--- src/rtl/ilog2_stream.sv ---
// ilog2_stream: pipelined floor(log2) with valid/ready backpressure, tag
// passthrough and an optional half-log result. A binary search narrows the
// operand down to a LUT_W-bit window, then a priority encoder finishes the job.
module ilog2_stream #(
    parameter int DATA_W = 32,
    parameter int LUT_W  = 8,
    parameter int TAG_W  = 8,
    localparam int LOG_W = $clog2(DATA_W)
) (
    input  logic              clk,
    input  logic              reset,
    input  logic              flush,
    input  logic              in_valid,
    output logic              in_ready,
    input  logic [DATA_W-1:0] in_data,
    input  logic [TAG_W-1:0]  in_tag,
    input  logic              in_half,
    output logic              out_valid,
    input  logic              out_ready,
    output logic [LOG_W-1:0]  out_log2,
    output logic              out_zero,
    output logic [TAG_W-1:0]  out_tag,
    output logic              busy
);
    localparam int NSRCH  = $clog2(DATA_W / LUT_W);
    // Stage 0 accept, NSRCH search stages, table stage, output stage.
    localparam int STAGES = NSRCH + 2;

    if (DATA_W < 16 || DATA_W > 64 || (DATA_W & (DATA_W - 1)) != 0) begin : g_bad_data_w
        $error("ilog2_stream: DATA_W must be a power of two in 16..64");
    end
    if (LUT_W < 2 || LUT_W >= DATA_W || (LUT_W & (LUT_W - 1)) != 0) begin : g_bad_lut_w
        $error("ilog2_stream: LUT_W must be a power of two below DATA_W");
    end

    typedef struct packed {
        logic [DATA_W-1:0] win;   // current search window, right-aligned
        logic [LOG_W-1:0]  acc;   // log accumulated so far
        logic [TAG_W-1:0]  tag;
        logic              half;
        logic              zero;
    } stage_t;

    logic [STAGES:0] vld_pipe;
    stage_t          st [0:NSRCH+1];
    logic            adv;

    assign out_valid = vld_pipe[STAGES];
    assign adv       = !out_valid || out_ready;
    assign in_ready  = adv && !flush;
    assign busy      = |vld_pipe;

    // One search step: window above 'hw' bits is always zero, so the upper
    // half is simply the window shifted down.
    function automatic stage_t search_step(stage_t s, int k);
        stage_t            r;
        logic [DATA_W-1:0] upper;
        int                hw;
        hw    = DATA_W >> k;
        r     = s;
        upper = s.win >> hw;
        if (upper != '0) begin
            r.win = upper;
            r.acc = s.acc + LOG_W'(hw);
        end else begin
            r.win = s.win & ~({DATA_W{1'b1}} << hw);
        end
        return r;
    endfunction

    // Priority encoder over the final window; an empty window yields 0.
    function automatic logic [LOG_W-1:0] lut_log2(logic [LUT_W-1:0] w);
        logic [LOG_W-1:0] r;
        r = '0;
        for (int i = 1; i < LUT_W; i++) begin
            if (w[i]) r = LOG_W'(i);
        end
        return r;
    endfunction

    function automatic stage_t table_step(stage_t s);
        stage_t r;
        r     = s;
        r.acc = s.acc + lut_log2(s.win[LUT_W-1:0]);
        return r;
    endfunction

    // Whole pipeline moves as one on adv; flush only kills the valid bits.
    always_ff @(posedge clk or negedge reset) begin
        if (!reset) begin
            vld_pipe <= '0;
            for (int i = 0; i <= NSRCH + 1; i++) st[i] <= '0;
            out_log2 <= '0;
            out_zero <= 1'b0;
            out_tag  <= '0;
        end else if (flush) begin
            vld_pipe <= '0;
        end else if (adv) begin
            vld_pipe     <= {vld_pipe[STAGES-1:0], in_valid};
            st[0].win    <= in_data;
            st[0].acc    <= '0;
            st[0].tag    <= in_tag;
            st[0].half   <= in_half;
            st[0].zero   <= (in_data == '0);
            for (int k = 1; k <= NSRCH; k++) st[k] <= search_step(st[k-1], k);
            st[NSRCH+1]  <= table_step(st[NSRCH]);
            out_zero     <= st[NSRCH+1].zero;
            out_tag      <= st[NSRCH+1].tag;
            if (st[NSRCH+1].zero)      out_log2 <= '0;
            else if (st[NSRCH+1].half) out_log2 <= st[NSRCH+1].acc >> 1;
            else                       out_log2 <= st[NSRCH+1].acc;
        end
    end

    // A stalled result must not change under the consumer.
    a_hold: assert property (@(posedge clk) disable iff (!reset)
        out_valid && !out_ready && !flush |=>
            out_valid && $stable(out_log2) && $stable(out_zero) && $stable(out_tag));

    // busy reflects exactly the set of occupied stages.
    a_busy: assert property (@(posedge clk) disable iff (!reset) busy == |vld_pipe);

endmodule

--- config.mk ---
export PLATFORM = sky130hd
export DESIGN_NAME = ilog2_stream
export DESIGN_NICKNAME = d
export VERILOG_FILES = /design/src/rtl/ilog2_stream.sv
export SDC_FILE = /design/constraint.sdc
export NUM_CORES = 1
export LEC_CHECK = 0
export ABC_CLOCK_PERIOD_IN_PS = 1900
export CAP_MARGIN = 20
export CORE_ASPECT_RATIO = 0.7
export CORE_MARGIN = 10
export CORE_UTILIZATION = 50
export CTS_BUF_LIST = sky130_fd_sc_hd__clkbuf_2 sky130_fd_sc_hd__clkbuf_4 sky130_fd_sc_hd__clkbuf_8
export DETAILED_ROUTE_END_ITERATION = 16
export GPL_TIMING_DRIVEN = 0
export PLACE_DENSITY = 0.7
export SLEW_MARGIN = 15
export SYNTH_ARGS = -nofsm -noshare
export SYNTH_HDL_FRONTEND = slang
export SYNTH_SLANG_ARGS = --single-unit
--- constraint.sdc ---
create_clock -name clk -period 1.9 [get_ports clk]
set_input_delay 0.19 -clock clk [delete_from_list [all_inputs] [get_ports clk]]
set_output_delay 0.19 -clock clk [all_outputs]
set_load 0.005 [all_outputs]
Word level (Yosys, flattened, before mapping)
Cells that the tools add are included.
- register bits: 130
- output and inout port bits: 17
- logic and storage cells: 52
- bits of input ports: 46
- mux-type cells: 17
- add/subtract/negate cells: 2
- bitwise logic cells: 1
- reductions and logical operators: 10
- operators with widths (operator ; count):
    two-way mux 5 bit ; 13
    nonzero test 32 bit ; 2
    logical NOT 32 bit ; 1
    two-way mux 16 bit ; 1
    two-way mux 8 bit ; 1
    adder 5 x 4 -> 5 bit (second input constant) ; 1
    adder 5 bit ; 1
    OR reduction 5 bit ; 1
    logical NOT 1 bit ; 2
    two-way mux 2 bit ; 1
    AND reduction 2 bit ; 1
    nonzero test 2 bit ; 1
    logical AND 1 bit ; 1
    logical OR 1 bit ; 1
    two-way mux 1 bit ; 1
    inverter 1 bit ; 1

Longest topological paths before layout
Gate-level depths: netlist of run 1.
- depth after elaboration: 10
- mapped depth: 8

Worst setup path after synthesis of run 1
No wires, ideal clock.
- path kind: register -> register
- from: reg st[117] in the netlist's numbering
- to: reg st[60] in the netlist's numbering
- setup slack: 0.444 ns
- path buffers: 0
- stages on the path, launching flop included: 5
- setup time: 0.119 ns
- data required time: 1.781 ns
- arrival: 1.337 ns
- cell sequence: dfrtp_1 -> or4_4 -> nor4_4 -> nand3b_2 -> o21a_1
- longest elaborated chain between the ends: 2
- RTL lines (element ; RTL line ; RTL):
    start, declared ; 45 ; stage_t st [0:NSRCH+1];
    start signal, assigned by index ; 106 ; st[NSRCH+1] <= table_step(st[NSRCH]);
    nonzero test 32 bit ; 62 ; if (upper != '0) begin
    two-way mux 5 bit ; 62 ;
Every way passes these cells.
A chain may end at the register's enable or synchronous reset.

Worst setup path after layout of run 1
- from: reg vld_pipe[4]
- to: reg st[111] in the netlist's numbering
- longest elaborated chain between the ends: 3
- RTL lines (element ; RTL line ; RTL):
    start, declared ; 44 ; logic [STAGES:0] vld_pipe;
    start signal, assigned ; 99 ; vld_pipe <= {vld_pipe[STAGES-1:0], in_valid};
    logical NOT 1 bit ; 49 ; assign adv = !out_valid || out_ready;
    logical OR 1 bit ; 49 ;
    AND reduction 2 bit (no source line) ; n/a ;
Every way passes these cells.

==> impl_results.md, run 1 <==
- Yosys reg bits: 120
- Final Cycle Share: 0.941
- Drt wl/cell: 15.4 um
- LEAKAGE: around 3.1 nW
- CTS Buffer Depth: 2
- Top Metal Used: met4
- Met1 Wirelength: 5.61 mm
- Top-count cell post-synth: nand2_1
- PD cells: just over 1000 nW/um2
- Crit path top cell by count: nand2b_1
- Class of the worst hold path: input port to asynchronous set/reset pin
- Antenna-violating nets left: 0
- Met2 Routed Length: about 5 mm
- Post-Syn Nets: between 500 and 600
- Final net count: around 660
- Final max-slew violation count: 0
- Setup Skew: ~0.011 ns
- Critical Path AT: 2.08 ns
- Number of antenna diodes: 0
- RSZ-0062 raised after global routing: false
- Post-synthesis average cell area: 9.10 um2
- Post-route insts no fill: 752
- Worst VDD drop: 0.641 mV
- Boundary pin count: 63
- # rows: 29
- Remaining DRCs: 0
- Hold Vio Cnt, Final: 0
- Main flop type after synthesis: dfrtp_1
- Fin Setup TNS: 0 ns
- Top cell type's share of synthesized area: 0.624
- Peak Freq: 560 MHz
- Top cells by area in the synthesized netlist: dfrtp_1 62%, nand2_1 20%, a21oi_1 3.0%
- Final setup viols: 0
- First-pass GRT wire length: 19.4 mm
- CP Launch Type: register
- Vias per std cell: 5.12
- Later-pin clock latency in the skew report: 0.43 ns
- Port bufs: between 60 and 70
- Cells after Synth: 529
- Post-synth top cells: 256 x nand2_1, 120 x dfrtp_1, 31 x nor2_1
- Final instance area: 6150 um2
- Area leader, netlist: dfrtp_1
- CTS H-Tree Depth: 4
- Share of layout cells above drive strength 1: 0.0987
- Dpl cells: around 720
- Hold WS: 0.231 ns
- Sink Count: 120
- WP depth: 7
- CP required: 2.19 ns
- Worst slack at placement: -0.530 ns
- Sequential area share after synthesis: 0.624
- Post-synth EDFFs: 0
- Critical path buffers and inverters: 3
- CP Class: register to register
- Die Wd: between 100 and 150 um
- Clk root buf: clkbuf_8
- Syn-to-layout area delta: 27.7%
- CP Launch Point: vld_pipe[4]
- Cts bufs inserted: 17
- Critical Path Sink Type: register
- Cell Chain, Critical Path: nand2b_1 > buf_6 > nand2b_1 > buf_2 > buf_4 > a211oi_1 > a21oi_1
- Worst r2r dst: st[111]
- Total design power: 6.34 mW
- CP max stage delay: 0.46 ns
- CTS tree: yes
- Clock transition at path regs: 0.07 ns
- Worst flop-to-flop path startpoint: vld_pipe[4]
- R2R cell count: 7
- Total Wirelength: 11.6 mm
- DP HPWL: slightly above 8 mm
- Worst Setup EP: st[111]
- Slowest CP cell: a211oi_1
- Grt ovf: 0
- Number of global-route vias before repair: 3837
- Vias: roughly 3900
- Critical path peak fanout: 10
- Ys Warns: 0
- Die Ht: 102 um
- Synth async-reset ratio: 1.00
- Status: finished clean
- Library cells used by synthesis: 26
- Met3 Wirelength: 801 um
- Netlist Area Pre-Place: about 4800 um2
- Max-slew headroom: 0.658
- Top delay family on crit path: buffers and inverters
- Worst Slack Setup Final: 0.113 ns
- Starting Density: 0.522
- Least-Margin Pin Slew: 0.514 ns
- Final Util: 0.667
- Global placer's final weighted congestion: roughly 0.85
- Largest net degree at the start of global routing: 83
- Final Critical Period: 1.79 ns
- Die ar.: 14000 um2
- Max_cap viols: 0
- Worst R2R Setup Slack: roughly 0.11 ns
- Gr usage total: 0.176
- Placed cell area: 5620 um2
- Core footprint: 9220 um2
- Initial DRC count: between 300 and 400
- DRT Pass-1 Iters: 6
- Initial antenna violation count: 0
[state kept, by name, summed over array words and instances (netlist names)]
register  flops
vld_pipe      5
st          101
out_tag       8
out_zero      1
out_log2      5
[logic make-up after synthesis]
| kind of cell | share of synthesized area |
|---|---|
| AND/OR/NAND/NOR | 0.260 |
| flip-flops | 0.624 |
| AO/OA/AOI/OAI | 0.0655 |
| buffers and inverters | 0.0356 |
| multiplexers | 0.0146 |
[worst min path at each step]
stage,start,depth (start not counted),endpoint
finish,reset,2,st[142]
floorplan,reset,0,out_log2[0]
detailed placement,reset,1,st[142]
global placement,st[97],2,st[50]
CTS,reset,2,vld_pipe[2]
global route,reset,2,vld_pipe[2]
[metal layers]
layer,track usage,up-vias
met2,0.245,115
met5,0,-
li1,-,1869
met3,0.0642,9
met4,0.0436,0
met1,0.255,1857
[cells in the final DEF, fill, tap and decap left out, types with 6 or more instances in the layout]
cell	synthesis	routed
inv_1	9	8
o31ai_1	6	6
a211oi_1	7	6
o22ai_1	6	6
buf_2	17	14
buf_4	2	7
nor4_1	13	12
mux2i_1	7	7
buf_1	6	6
a21oi_1	29	29
clkbuf_8	0	22
nor2_1	31	31
dfrtp_1	120	120
clkdlybuf4s50_1	0	60
nand2_1	256	256
[cell type report]
class	count	area (um2)
clock inverters	7	139
fillers	753	3070
plain buffers	28	154
inverters	9	33.8
flip-flops and latches	120	3000
well taps	124	155
repair buffers	69	696
clock buffers	24	318
multi-input cells	371	1650
[where the power goes]
| group | switching, mW | internal, mW | leakage [nW] |
|---|---|---|---|
| Combinational | 0.381 | 0.350 | 1.36 |
| Clock | 0.960 | 1.63 | 0.236 |
| Sequential | 0.190 | 2.83 | 1.47 |
| Total | 1.53 | 4.81 | 3.07 |
[what timing repair did]
| action | CTS | global route |
|---|---|---|
| setup endpoints to repair | 1 | 5 |
| resized for setup | 7 | 3 |
| setup buffers | 1 | 4 |
| hold buffers | 1 | 0 |
| endpoints found under the hold margin | 38 | 0 |
Note: power is estimated with default switching activity, not from simulation.
==> run 2: changes to the inputs <==
--- a/config.mk
+++ b/config.mk
@@ -6,7 +6,6 @@
 export NUM_CORES = 1
 export LEC_CHECK = 0
 export ABC_CLOCK_PERIOD_IN_PS = 1900
-export CAP_MARGIN = 20
 export CORE_ASPECT_RATIO = 0.7
 export CORE_MARGIN = 10
 export CORE_UTILIZATION = 50
==> results of run 2 <==
The final DEF is identical to that of run 1; final timing and power are the same.
